--- config.mk ---
export PLATFORM = sky130hd
export DESIGN_NAME = core_inst_sequencer
export DESIGN_NICKNAME = d
export VERILOG_FILES = /design/src/rtl/core_inst_sequencer.sv
export SDC_FILE = /design/constraint.sdc
export NUM_CORES = 1
export LEC_CHECK = 0
export CAP_MARGIN = 20
export CORE_MARGIN = 3
export CORE_UTILIZATION = 50
export CTS_CLUSTER_DIAMETER = 60
export DETAILED_ROUTE_END_ITERATION = 10
export MAX_ROUTING_LAYER = met4
export PLACE_DENSITY = 0.76
export SLEW_MARGIN = 20
export SYNTH_ARGS = -nofsm -noshare
export SYNTH_HDL_FRONTEND = slang
export SYNTH_SLANG_ARGS = --single-unit
--- constraint.sdc ---
create_clock -name clk -period 7.75 [get_ports clk]
set_clock_uncertainty 0.05 [all_clocks]
set_input_delay 0.775 -clock clk [delete_from_list [all_inputs] [get_ports clk]]
set_output_delay 0.775 -clock clk [all_outputs]
set_load 0.02 [all_outputs]
--- src/rtl/core_inst_sequencer.sv ---
// Purpose: drives core's 64-bit inst word through one 3x3 conv tile (9 kij passes) and a ReLU readout.
// Latency: inst/done are registered, one cycle behind the FSM; start to done pulse is 846 clocks.
// Backpressure: none upstream; each EXEC cycle with ofifo_valid high pops one OFIFO row the next cycle.
//
// Ports: clk, reset (async active-low), start (pulse, honoured only when idle),
//        ofifo_valid (core OFIFO row ready), inst (instruction word), busy, done (pulse),
//        kij_idx (current kernel position).
module core_inst_sequencer #(
    parameter int col      = 8,
    parameter int row      = 8,
    parameter int len_nij  = 36,
    parameter int len_kij  = 9,
    parameter int len_onij = 16,
    parameter int ni_w     = 6,
    parameter int o_w      = 4,
    parameter int k_w      = 3,
    parameter int w_base   = 1024,
    parameter int gap_cyc  = 10
) (
    input  logic        clk,
    input  logic        reset,
    input  logic        start,
    input  logic        ofifo_valid,
    output logic [63:0] inst,
    output logic        busy,
    output logic        done,
    output logic [3:0]  kij_idx
);

    typedef enum logic [2:0] {
        S_IDLE, S_WL0, S_WLOAD, S_GAP, S_EXEC, S_FLUSH, S_READ, S_DONE
    } state_t;

    typedef struct packed {
        logic        debug;
        logic [16:0] rsvd_hi;
        logic        relu;
        logic [8:0]  rsvd_mid;
        logic        ren_pmem;
        logic        sfu_pass;
        logic        acc;
        logic        cen_pmem;
        logic        wen_pmem;
        logic [10:0] a_pmem;
        logic        cen_xmem;
        logic        wen_xmem;
        logic [10:0] a_xmem;
        logic        ofifo_rd;
        logic        ififo_wr;
        logic        ififo_rd;
        logic        l0_rd;
        logic        l0_wr;
        logic        execute;
        logic        load;
    } inst_t;

    localparam logic [63:0] IDLE_WORD = 64'h0000_0001_000C_0000;

    state_t      state, state_n;
    logic [6:0]  cnt, cnt_n, dur;
    logic [3:0]  kij, kij_n;
    logic [6:0]  nij;
    logic        last;
    inst_t       word, inst_q;
    logic        done_n;

    // Output-pixel mapping for the OFIFO row currently offered (nij) under kernel offset kij.
    logic [6:0]        nij_x, nij_y;
    logic [3:0]        kij_x, kij_y;
    logic signed [8:0] onx, ony;
    logic              in_range;
    logic [10:0]       pmem_addr;

    assign nij_x     = nij % 7'(ni_w);
    assign nij_y     = nij / 7'(ni_w);
    assign kij_x     = kij % 4'(k_w);
    assign kij_y     = kij / 4'(k_w);
    assign onx       = $signed({2'b00, nij_x}) - $signed({5'b00000, kij_x});
    assign ony       = $signed({2'b00, nij_y}) - $signed({5'b00000, kij_y});
    assign in_range  = !onx[8] && !ony[8] && (onx[7:0] < 8'(o_w)) && (ony[7:0] < 8'(o_w));
    assign pmem_addr = 11'(onx[7:0]) + 11'(ony[7:0]) * 11'(o_w);

    always_comb begin
        dur = 7'd1;
        unique case (state)
            S_WL0:   dur = 7'(col + 1);
            S_WLOAD: dur = 7'(1 + col + row);
            S_GAP:   dur = 7'(gap_cyc);
            S_EXEC:  dur = 7'(len_nij + col + row + 1);
            S_FLUSH: dur = 7'd3;
            S_READ:  dur = 7'(len_onij);
            default: dur = 7'd1;
        endcase
    end

    assign last = (cnt == dur - 7'd1);

    always_comb begin
        state_n = state;
        kij_n   = kij;
        unique case (state)
            S_IDLE:  if (start) begin
                         state_n = S_WL0;
                         kij_n   = 4'd0;
                     end
            S_WL0:   if (last) state_n = S_WLOAD;
            S_WLOAD: if (last) state_n = S_GAP;
            S_GAP:   if (last) state_n = S_EXEC;
            S_EXEC:  if (last) state_n = S_FLUSH;
            S_FLUSH: if (last) begin
                         if (kij == 4'(len_kij - 1)) begin
                             state_n = S_READ;
                         end else begin
                             state_n = S_WL0;
                             kij_n   = kij + 4'd1;
                         end
                     end
            S_READ:  if (last) state_n = S_DONE;
            default: state_n = S_IDLE;
        endcase
        // Every state change is a fresh entry, so the per-state counter restarts there.
        cnt_n = (state_n != state || state == S_IDLE) ? 7'd0 : cnt + 7'd1;
    end

    always_comb begin
        word   = inst_t'(IDLE_WORD);
        done_n = 1'b0;
        unique case (state)
            S_WL0: begin
                word.cen_xmem = 1'b0;
                word.a_xmem   = 11'(w_base) + 11'(col) * 11'(kij) + 11'(cnt);
                // Row read on cnt lands in L0 one cycle later (SRAM read latency).
                word.l0_wr    = (cnt != 7'd0);
            end
            S_WLOAD: begin
                word.l0_rd = 1'b1;
                word.load  = (cnt != 7'd0);
            end
            S_EXEC: begin
                if (cnt < 7'(len_nij)) begin
                    word.cen_xmem = 1'b0;
                    word.a_xmem   = 11'(cnt);
                    word.l0_wr    = 1'b1;
                    word.l0_rd    = 1'b1;
                    word.execute  = 1'b1;
                end
                // Rows outside the valid output window are popped and dropped.
                if (ofifo_valid) begin
                    word.ofifo_rd = 1'b1;
                    word.acc      = (kij != 4'd0);
                    word.sfu_pass = (kij == 4'd0);
                    word.relu     = (kij == 4'(len_kij - 1));
                    if (in_range) begin
                        word.cen_pmem = 1'b0;
                        word.wen_pmem = 1'b1;
                        word.a_pmem   = pmem_addr;
                    end
                end
            end
            S_READ: begin
                word.cen_pmem = 1'b0;
                word.wen_pmem = 1'b0;
                word.a_pmem   = 11'(cnt);
                word.relu     = 1'b1;
            end
            S_DONE:  done_n = 1'b1;
            default: ;
        endcase
    end

    always_ff @(posedge clk or negedge reset) begin
        if (!reset) begin
            state  <= S_IDLE;
            cnt    <= 7'd0;
            kij    <= 4'd0;
            nij    <= 7'd0;
            inst_q <= inst_t'(IDLE_WORD);
            done   <= 1'b0;
        end else begin
            state  <= state_n;
            cnt    <= cnt_n;
            kij    <= kij_n;
            inst_q <= word;
            done   <= done_n;
            if (state != S_EXEC) begin
                nij <= 7'd0;
            end else if (ofifo_valid && nij != 7'h7f) begin
                nij <= nij + 7'd1;
            end
        end
    end

    assign inst    = inst_q;
    assign busy    = (state != S_IDLE);
    assign kij_idx = kij;

endmodule
; ---- Word level (Yosys, flattened, before mapping)
; Cells that the tools add are included.
; Widths: inputs -> output; s select.
[op_classes]
n_reduce_logical = 15
magnitude_cmp = 3
n_mux = 35
addsub = 9
n_div = 4
n_eq_ne = 15
[op_table]
columns = op, n
row1 = $pmux 6 s6, 1
row2 = $mux 7, 4
row3 = $mux 3, 9
row4 = $pmux 13 s2, 1
row5 = $pmux 11 s2, 1
row6 = $pmux 3 s7, 1
row7 = $lt 8x3->1 const B, 2
row8 = $sub 7x4->8, 2
row9 = $mux 15, 1
row10 = $add 7x1->7 const B, 2
row11 = $mux 13, 1
row12 = $eq 3x3->1 const B, 4
row13 = $mux 4, 3
row14 = $add 11x7->11, 1
row15 = $add 11x7->11 const A, 1
row16 = $add 8x10->11, 1
row17 = $pmux 1 s2, 4
row18 = $pmux 4 s2, 1
row19 = $div 7x3->7 const B, 1
row20 = $eq 7x7->1, 1
row21 = $lt 7x6->1 const B, 1
row22 = $mod 7x3->7 const B, 1
row23 = $mux 1, 7
row24 = $ne 7x7->1 const B, 1
row25 = other kinds (21), 29
[totals]
input_bits = 4
out_inout_bits = 70
elab_cells = 99
regBits = 55

; ---- Depth between registers and ports, before layout
; Gate-level depths: netlist of run 1.
[depth]
depth_word = 9
ltp_mapped = 24
ltp_nobuf = 24

; ---- Worst setup path after synthesis of run 1
; OpenSTA, ideal clock, no wires.
[synth_timing]
path_kind = reg-to-reg
start = reg nij[6]
end = reg inst_q, in the netlist inst[24]
n_path_buf = 1
path_slack_ns = 2.671
setup_ns = 0.074
synth_period_minus_slack_ns = 5.079
path_stages_with_launch = 24
t_required_ns = 7.626
arrival_time_ns = 4.955
cell_sequence = dfrtp_1 ha_1 buf_6 or3b_1 o22ai_4 or2_4 o31ai_2 o21bai_1 ha_1 a2111oi_4 nand2_1 inv_2 xnor2_1 inv_1 ha_1 nor2b_1 o21ai_1 nand2b_1 xor2_1 or4_1 a2111oi_4 o221a_4 nand3_4 o21ai_2
[synth_rtl]
columns = item, line_no
row1 = start: declaration, 62  ; logic [6:0] nij;
row2 = start signal: assignment, 188  ; nij <= nij + 7'd1;
row3 = end signal: assignment, 177  ; inst_q <= inst_t'(IDLE_WORD);
row4 = end signal: assignment, 183  ; inst_q <= word;
row5 = end: declaration, 64  ; inst_t word, inst_q;

==> impl_metrics.env, run 1 <==
export IMPL_status="complete, no violations"
export IMPL_slowest_stage="dfrtp_1"
export IMPL_gp_congestion=0.961
export IMPL_synth_top_family_by_area="compound AO/OA/AOI/OAI gates"
export IMPL_setup_viol=0
export IMPL_mostFrequentLayoutCells="51 x dfrtp_1, 42 x nor2_1, 39 x clkdlybuf4s50_1"
export IMPL_critical_path_top_delay_family="compound AO/OA/AOI/OAI gates"
export IMPL_p_clk_share_pct=12.2
export IMPL_cp_arrival_ps=6100
export IMPL_dp_hpwl_um=6570
export IMPL_numClockSinks=53
export IMPL_drive_above_1_share_pct=9.11
export IMPL_max_stage_delay_ps=620
export IMPL_cp_startpoint="nij[5]"
export IMPL_yosys_area_share_simple_pct=17.6
export IMPL_via_per_inst=5.59
export IMPL_die_area_um2=9490
export IMPL_synth_edf_count=0
export IMPL_io_pins=74
export IMPL_die_w_um=97.4
export IMPL_start_util_pct=52.7
export IMPL_overflow=0
export IMPL_fin_crit_sh_pct=76.2
export IMPL_pwr_share_comb_pct=61.9
export IMPL_synth_compound_area_share_pct=20.5
export IMPL_ctsResizeCount=0
export IMPL_cp_required_ps=7940
export IMPL_max_freq_mhz=169
export IMPL_n_antenna_cell=0
export IMPL_p_per_area_nw_per_um2=297
export IMPL_worstSetupEndpointType="flop"
export IMPL_tightest_slew_ps=801
export IMPL_drtIter0Drc=297
export IMPL_cts_clk_slew_worst_paths_ps=100
export IMPL_ys_async_sr_fraction_pct=100
export IMPL_cts_htree_levels=2
export IMPL_antenna_found_initial=0
export IMPL_first_pass_iters=5
export IMPL_worstPathCellList="ha_1 -> mux2i_4 -> a41oi_4 -> o21ai_2 -> mux2i_1 -> nor2_1 -> o21bai_1 -> ha_1 -> a2111oi_4 -> nand2_1 -> inv_2 -> xnor2_1 -> inv_1 -> ha_1 -> nor2b_1 -> o21ai_1 -> nand2b_1 -> xor2_1 -> or4_1 -> a2111oi_4 -> o221a_4 -> nand3_4 -> o21ai_2"
export IMPL_synth_adder_area_share_pct=10.3
export IMPL_grt_max_degree=54
export IMPL_hold_viol=0
export IMPL_grt_pass1_vias=2908
export IMPL_synth_avg_cell_area_um2=9.20
export IMPL_relSlewSlack_pct=46.3
export IMPL_clockRootBuffer="clkbuf_8"
export IMPL_cts_tree="done"
export IMPL_area_growth_pct=9.70
export IMPL_numCtsBuffers=5
export IMPL_die_height_um=97.4
export IMPL_yosysWarnings=0
export IMPL_layout_commonest_cell="dfrtp_1"
export IMPL_drcViolationCount=0
export IMPL_grt_pass1_wl_um=14200
export IMPL_port_buffers=40
export IMPL_clk_latency_ps=310
export IMPL_finalMaxSlewViolations=0
export IMPL_rows=32
export IMPL_nets=518
export IMPL_p_sw_mw=0.626
export IMPL_hp_class="primary input to async pin"
export IMPL_post_route_min_period_ps=5910
export IMPL_synth_distinct_cells=81
export IMPL_rsz0062_at_grt="false"
export IMPL_ctsHoldBuffers=0
export IMPL_synth_seq_area_share_pct=31.8
export IMPL_ys_ff_latch=53
export IMPL_cts_setup_buffers=0
export IMPL_seq_power_share_pct=25.8
export IMPL_yosys_mux_area_fraction_pct=2.64
export IMPL_drv_cap=0
export IMPL_synthCells=454
export IMPL_setup_tns_ps=0
export IMPL_num_vias=3270
export IMPL_postRouteAntennaNets=0
export IMPL_p_sw_share_pct=46.1
export IMPL_grt_usage_pct=18.4
export IMPL_ys_flop_type="dfrtp_1"
export IMPL_intPower_mw=0.733
export IMPL_r2r_start="nij[5]"
export IMPL_path_max_fanout=12
export IMPL_final_hold_worst_slack_ps=519
export IMPL_power_leakage_nw=2.06
export IMPL_peakVddDrop_v=0.000146
export IMPL_crit_top_cell="ha_1"
export IMPL_synth_area_um2=4180
export IMPL_avgRoutedWirePerCell_um=14.7
export IMPL_crit_type="flop to flop"
export IMPL_cp_start_kind="flop"
export IMPL_cts_buffer_depth=2
export IMPL_num_fill_cells=713
export IMPL_cp_buffers_inverters=2
export IMPL_core_area_um2=7930
export IMPL_routed_wl_um=8610
export IMPL_synthXorXnorAreaFrac_pct=6.08
## per-stage QoR
step	setup slack, ps	cells	instance area (µm²)	power [mW]	util [%]
floorplan	2670	487	4300	1.04	-
global placement	2140	577	4490	1.17	56.6
detailed placement	1880	577	4490	1.19	56.6
CTS	1850	585	4580	1.37	57.8
global route	1330	585	4580	1.48	57.8
finish	1840	585	4580	1.36	57.8
## kinds of logic after synthesis
group,Yosys count
XOR/XNOR,29
adder cells (fa/ha/maj),32
flip-flops,53
AND/OR/NAND/NOR,142
other,2
multiplexers,9
buffers and inverters,82
AO/OA/AOI/OAI,105
## state kept, by name, indices dropped and copies added, names as in the netlist
signal	cells
state	3
inst	31
done	1
nij	7
cnt	7
kij_idx	4
## worst reg2reg max path, cell delays in order, from the launching register on
cell	delay, ps
dfrtp_1	620
ha_1	480
mux2i_4	370
a41oi_4	80
o21ai_2	350
mux2i_1	450
nor2_1	80
o21bai_1	190
ha_1	320
a2111oi_4	90
nand2_1	150
inv_2	70
xnor2_1	250
inv_1	80
ha_1	290
nor2b_1	130
o21ai_1	120
nand2b_1	90
xor2_1	180
or4_1	560
a2111oi_4	300
o221a_4	250
nand3_4	140
o21ai_2	160
## layer usage
metal	share of wire, %	vias to the layer above	wire, µm	GRT usage, %
met3	7.4	16	633	3.30
met1	45	1546	3890	25.3
met2	46	137	3950	28.5
met4	1.6	0	138	4.37
li1	-	1571	-	-
met5	0	-	0	-
## power by group through the flow
stage	clock network (mW)	logic [mW]	registers, mW
2_1_floorplan	0	0.692	0.346
3_3_place_gp	0	0.819	0.354
3_5_place_dp	0	0.838	0.355
4_1_cts	0.172	0.843	0.350
5_1_grt	0.186	0.940	0.356
6_report	0.166	0.842	0.351
## cells in the mapped netlist (3+ instances only)
cell,count,area [µm²]
and3_1,6,37.5
o2111ai_1,3,26.3
nor2b_1,9,56.3
o21bai_1,3,22.5
nand3b_1,3,22.5
nor2_1,42,158
clkbuf_1,14,52.6
fa_1,4,80.1
buf_4,33,248
nand3_1,8,40.0
ha_1,28,350
a21oi_1,20,100
nor3_1,8,40.0
nor3b_1,4,30.0
o21ai_1,4,20.0
xnor2_1,17,149
o311ai_0,4,35.0
xor2_1,12,105
a211oi_1,4,30.0
a21o_1,6,45.0
o21ai_2,7,61.3
inv_1,27,101
and3b_1,3,26.3
a31oi_1,3,18.8
dfrtp_1,51,1280
mux2i_1,5,50.1
a21boi_0,3,22.5
nand2_1,35,131
nand2b_1,6,37.5
o21ai_0,12,60.1
buf_2,4,20.0
## area by class of cell
cell class	count	area, µm²	area share [%]
Multi-Input combinational cell	352	2520	54.9
Clock buffer	5	68.8	1.50
Sequential cell	53	1330	29.0
Inverter	29	109	2.38
Tap cell	102	128	2.78
Timing Repair Buffer	41	403	8.79
Clock inverter	3	28.8	0.628
## path summary, 6_finish.rpt
kind / cells past startpoint / slack (ps) / to
worst max-delay path: 23 / 1840 / inst[24]
worst min-delay path: 2 / 520 / inst[1]
worst max register to register: 23 / 1840 / inst[24]
worst min register to register: 1 / 530 / cnt[0]
max in group asynchronous: 2 / 6710 / nij[1]
min in group clk: 1 / 530 / cnt[0]
No activity file was read; power rests on OpenSTA's default activity.
==> inputs of run 2 (changes only) <==
==> constraint.sdc (replaced) <==
create_clock -name clk -period 5.8 [get_ports clk]
set_clock_uncertainty 0.05 [all_clocks]
set_input_delay 0.58 -clock clk [delete_from_list [all_inputs] [get_ports clk]]
set_output_delay 0.58 -clock clk [all_outputs]
set_load 0.02 [all_outputs]
==> run 2 against run 1 <==
Worst hold slack got worse by 290 ps. Global-route usage rose by 0.76 points. Utilization rose by 0.58 points. Cell area rose by 1.0%. Cell count rose by 0.85%. Register-to-register slack got worse by 1500 ps. Critical path type unchanged. Critical endpoint unchanged.
==> impl_metrics.env, run 2 (synthesized netlist as in run 1, its figures left out) <==
export IMPL_status="complete, no violations"
export IMPL_nets=523
export IMPL_power_leakage_nw=2.08
export IMPL_largest_register_ffs=31
export IMPL_start_util_pct=52.7
export IMPL_grt_pass1_vias=3074
export IMPL_ctsResizeCount=0
export IMPL_post_route_min_period_ps=5500
export IMPL_num_fill_cells=698
export IMPL_mostFrequentLayoutCells="51 x dfrtp_1, 42 x nor2_1, 39 x clkdlybuf4s50_1"
export IMPL_grt_pass1_wl_um=14800
export IMPL_drive_above_1_share_pct=10.5
export IMPL_layout_commonest_cell="dfrtp_1"
export IMPL_port_buffers=40
export IMPL_worstSetupEndpointType="flop"
export IMPL_cts_clk_slew_worst_paths_ps=110
export IMPL_avgRoutedWirePerCell_um=15.0
export IMPL_grt_usage_pct=19.2
export IMPL_crit_top_cell="ha_1"
export IMPL_relSlewSlack_pct=38.8
export IMPL_finalMaxSlewViolations=0
export IMPL_peakVddDrop_v=0.000212
export IMPL_fin_crit_sh_pct=94.8
export IMPL_worstPathCellList="inv_1 -> ha_1 -> and4bb_1 -> o22ai_4 -> o21ai_1 -> mux2i_2 -> nor2_1 -> o21bai_1 -> ha_1 -> a2111oi_4 -> nand2_1 -> inv_2 -> xnor2_1 -> inv_1 -> ha_1 -> nor2b_1 -> o21ai_1 -> nand2b_1 -> xor2_1 -> or4_1 -> a2111oi_4 -> o221a_4 -> nand3_4 -> o21ai_2"
export IMPL_rows=32
export IMPL_numClockSinks=53
export IMPL_setup_viol=0
export IMPL_die_height_um=97.4
export IMPL_core_area_um2=7930
export IMPL_max_freq_mhz=182
export IMPL_drv_cap=0
export IMPL_routed_wl_um=8840
export IMPL_max_stage_delay_ps=570
export IMPL_die_w_um=97.4
export IMPL_first_pass_iters=5
export IMPL_cts_htree_levels=2
export IMPL_seqCellArea_um2=1330
export IMPL_cts_tree="done"
export IMPL_tightest_slew_ps=913
export IMPL_slowest_stage="or4_1"
export IMPL_cts_setup_buffers=0
export IMPL_hold_viol=0
export IMPL_cp_required_ps=5990
export IMPL_cp_arrival_ps=5690
export IMPL_overflow=0
export IMPL_rsz0062_at_grt="false"
export IMPL_gp_congestion=0.944
export IMPL_area_growth_pct=10.8
export IMPL_io_pins=74
export IMPL_numCtsBuffers=5
export IMPL_crit_type="flop to flop"
export IMPL_ctsHoldBuffers=0
export IMPL_n_antenna_cell=0
export IMPL_die_area_um2=9490
export IMPL_drtIter0Drc=252
export IMPL_hp_class="primary input to async pin"
export IMPL_dp_hpwl_um=6820
export IMPL_postRouteAntennaNets=0
export IMPL_cp_start_kind="flop"
export IMPL_path_max_fanout=9
export IMPL_finalPower_mw=1.83
export IMPL_via_per_inst=5.52
export IMPL_drcViolationCount=0
export IMPL_multi_input_area_um2=2520
export IMPL_clockRootBuffer="clkbuf_8"
export IMPL_setup_tns_ps=0
export IMPL_num_vias=3257
export IMPL_grt_max_degree=54
export IMPL_cts_buffer_depth=2
export IMPL_clk_latency_ps=320
export IMPL_p_per_area_nw_per_um2=396
export IMPL_antenna_found_initial=0
[run 2: cell count changes in the layout (fill, tap and decap cells not counted), sizes merged]
cell  previous run  this run
buf              2         7
[run 2: per-stage QoR]
stage	cell area, µm²	instances	hold slack, ps	worst slack (ps)	utilization, %
floorplan	4300	487	234	721	-
global placement	4520	582	520	501	57.1
detailed placement	4530	582	519	345	57.1
CTS	4620	590	260	295	58.3
global route	4630	590	286	5.17	58.4
finish	4630	590	233	300	58.4
[run 2: path summary, 6_finish.rpt]
check / end / from / slack, ps / cells past startpoint
hold / removal: inst[1] / reset / 230 / 1
min in group clk: cnt[0] / cnt[0] / 540 / 1
hold reg to reg: cnt[0] / cnt[0] / 540 / 1
setup / recovery: inst[24] / nij[1] / 300 / 24
max in group asynchronous: nij[1] / reset / 5030 / 1
setup reg to reg: inst[24] / nij[1] / 300 / 24
[run 2: power breakdown]
part | internal [mW] | switching, mW | total, mW
Sequential | 0.407 | 0.0393 | 0.447
Clock | 0.0906 | 0.134 | 0.225
Combinational | 0.494 | 0.668 | 1.16
Total | 0.992 | 0.841 | 1.83
[run 2: worst max-delay path: cells and delay by family, from the launching register on]
kind	cells	cell delay [ps]
buffers and inverters	3	400
multiplexers	1	170
XOR/XNOR	2	360
adder cells (fa/ha/maj)	3	850
flip-flops	1	390
AND/OR/NAND/NOR	7	1500
AO/OA/AOI/OAI	8	1710
[run 2: metal layers]
layer | wire length (µm) | GRT usage (%)
met5 | 0 | -
met4 | 104 | 5.22
met3 | 735 | 2.73
met2 | 4120 | 30.1
met1 | 3880 | 26.1
[run 2: layout make-up]
class | count | share of cell area (%)
flip-flops and latches | 53 | 28.7
clock buffers | 5 | 1.49
inverters | 29 | 2.35
repair buffers | 46 | 9.57
clock inverters | 3 | 0.622
well taps | 102 | 2.76
multi-input cells | 352 | 54.5
==> inputs of run 3 (changes only) <==
--- a/config.mk
+++ b/config.mk
@@ -10,6 +10,7 @@
 export CORE_UTILIZATION = 50
 export CTS_CLUSTER_DIAMETER = 60
 export DETAILED_ROUTE_END_ITERATION = 10
+export GPL_TIMING_DRIVEN = 0
 export MAX_ROUTING_LAYER = met4
 export PLACE_DENSITY = 0.76
 export SLEW_MARGIN = 20
==> run 3 against run 2 <==
Global-route usage up 0.85 points. Register-to-register slack better by 110 ps. Sequential power shrank 2%. Count of clock-buffer cells in the layout did not move. Clock power increased by 16%. Setup slack better by 110 ps. First-iteration DRC count increased by 2.8%. Sequential share of layout area is 2.1 points lower. Via count increased by 6.0%. Critical endpoint is now inst[20]. Non-clock buffer count increased by 48.
==> impl_metrics.env, run 3 (synthesized netlist as in run 1, its figures left out) <==
export IMPL_max_freq_mhz=185
export IMPL_cts_buffer_depth=2
export IMPL_grt_pass1_vias=3322
export IMPL_post_route_min_period_ps=5390
export IMPL_n_antenna_cell=0
export IMPL_status="complete, no violations"
export IMPL_drive_above_1_share_pct=17.0
export IMPL_cp_start_kind="flop"
export IMPL_p_per_area_nw_per_um2=385
export IMPL_seqCellArea_um2=1330
export IMPL_drcViolationCount=0
export IMPL_dp_hpwl_um=7020
export IMPL_ctsHoldBuffers=0
export IMPL_port_buffers=40
export IMPL_largest_register_ffs=31
export IMPL_rows=32
export IMPL_layout_setup_ws_ps=407
export IMPL_num_vias=3453
export IMPL_cts_clk_slew_worst_paths_ps=100
export IMPL_layout_commonest_cell="dfrtp_1"
export IMPL_finalMaxSlewViolations=0
export IMPL_io_pins=74
export IMPL_numCtsBuffers=5
export IMPL_post_place_ws_ps=21.0
export IMPL_antenna_found_initial=0
export IMPL_cp_required_ps=5990
export IMPL_die_height_um=97.4
export IMPL_rsz0062_at_grt="false"
export IMPL_drtIter0Drc=259
export IMPL_overflow=0
export IMPL_die_area_um2=9490
export IMPL_clockRootBuffer="clkbuf_8"
export IMPL_mostFrequentLayoutCells="49 x dfrtp_1, 42 x nor2_1, 39 x clkdlybuf4s50_1"
export IMPL_first_pass_iters=4
export IMPL_multi_input_area_um2=2560
export IMPL_peakVddDrop_v=0.000172
export IMPL_numClockSinks=53
export IMPL_routed_wl_um=9250
export IMPL_gp_congestion=0.945
export IMPL_hp_class="primary input to async pin"
export IMPL_die_w_um=97.4
export IMPL_clk_latency_ps=320
export IMPL_crit_type="flop to flop"
export IMPL_path_max_fanout=10
export IMPL_grt_max_degree=54
export IMPL_grt_usage_pct=20.0
export IMPL_core_area_um2=7930
export IMPL_cp_arrival_ps=5580
export IMPL_setup_viol=0
export IMPL_fin_crit_sh_pct=93.0
export IMPL_power_leakage_nw=2.31
export IMPL_area_growth_pct=19.6
export IMPL_cts_tree="done"
export IMPL_tightest_slew_ps=932
export IMPL_cp_startpoint="nij[6]"
export IMPL_via_per_inst=5.41
export IMPL_grt_pass1_wl_um=15500
export IMPL_nets=571
export IMPL_relSlewSlack_pct=37.5
export IMPL_worstSetupEndpointType="flop"
export IMPL_hold_viol=0
export IMPL_setup_tns_ps=0
export IMPL_cts_htree_levels=2
export IMPL_start_util_pct=52.7
export IMPL_avgRoutedWirePerCell_um=14.5
export IMPL_drv_cap=0
export IMPL_final_hold_worst_slack_ps=231
export IMPL_postRouteAntennaNets=0
export IMPL_r2r_start="nij[6]"
export IMPL_num_fill_cells=692
run 3: cell types whose count changed in the layout (fill, tap and decap cells not counted), sizes merged:
cell | previous run | this run
bufinv | 0 | 1
buf | 7 | 41
clkbuf | 5 | 19
inv | 31 | 30
run 3: metal layers:
| metal | wire length [µm] | track usage (%) |
|---|---|---|
| met3 | 738 | 3.02 |
| met4 | 90 | 3.73 |
| met5 | 0 | - |
| met2 | 4340 | 32.6 |
| met1 | 4080 | 26.8 |
run 3: report_power, final:
group          switching (mW)  internal, mW  leakage (nW)  total [mW]
Sequential             0.0290         0.408         0.668       0.437
Clock                   0.129         0.132        0.0603       0.262
Combinational           0.698         0.528          1.58        1.23
Total                   0.856          1.07          2.31        1.92
run 3: what timing repair did:
item	CTS	global route
resized for setup	1	9
setup endpoints to repair	8	10
pin swaps	0	1
setup buffers	0	1
endpoints found under the hold margin	0	0
cloned	0	0
run 3: worst max-delay path: stages (launching register included):
cell,delay (ps)
dfrtp_2,500
ha_1,220
buf_6,140
or3b_1,390
o22ai_4,230
or2_4,210
o31ai_2,90
o21bai_1,200
ha_2,250
a2111oi_4,240
nand2_1,140
inv_2,150
xnor2_2,150
inv_1,70
ha_1,280
nor2b_1,130
o21ai_1,120
nand2b_1,110
xor2_1,190
or4_1,580
a2111oi_4,330
o221a_4,250
nand3_4,140
o21ai_2,160
run 3: cell type report:
type | instances | area share, %
Timing Repair Buffer | 41 | 8.11
Clock inverter | 3 | 1.00
Buffer | 53 | 6.94
Multi-Input combinational cell | 352 | 51.2
Sequential cell | 53 | 26.6
Inverter | 29 | 2.18
Tap cell | 102 | 2.55
Clock buffer | 5 | 1.38
run 3: through the flow:
stage | std cells | power, mW | cell area (µm²) | util, %
after global routing | 638 | 2.10 | 5000 | 63.0
after CTS | 637 | 1.90 | 4950 | 62.4
final | 638 | 1.92 | 5000 | 63.0
after detailed placement | 629 | 1.63 | 4830 | 60.9
after global placement | 629 | 1.59 | 4830 | 60.9
after floorplan | 487 | 1.39 | 4300 | -
run 3: path summary, 6_finish.rpt:
check / cells past startpoint / to / slack (ps)
setup / recovery: 23 / inst[20] / 410
hold / removal: 1 / inst[1] / 230
setup reg to reg: 23 / inst[20] / 410
hold reg to reg: 1 / cnt[0] / 550
max in group asynchronous: 1 / nij[1] / 5010
min in group clk: 1 / cnt[0] / 550
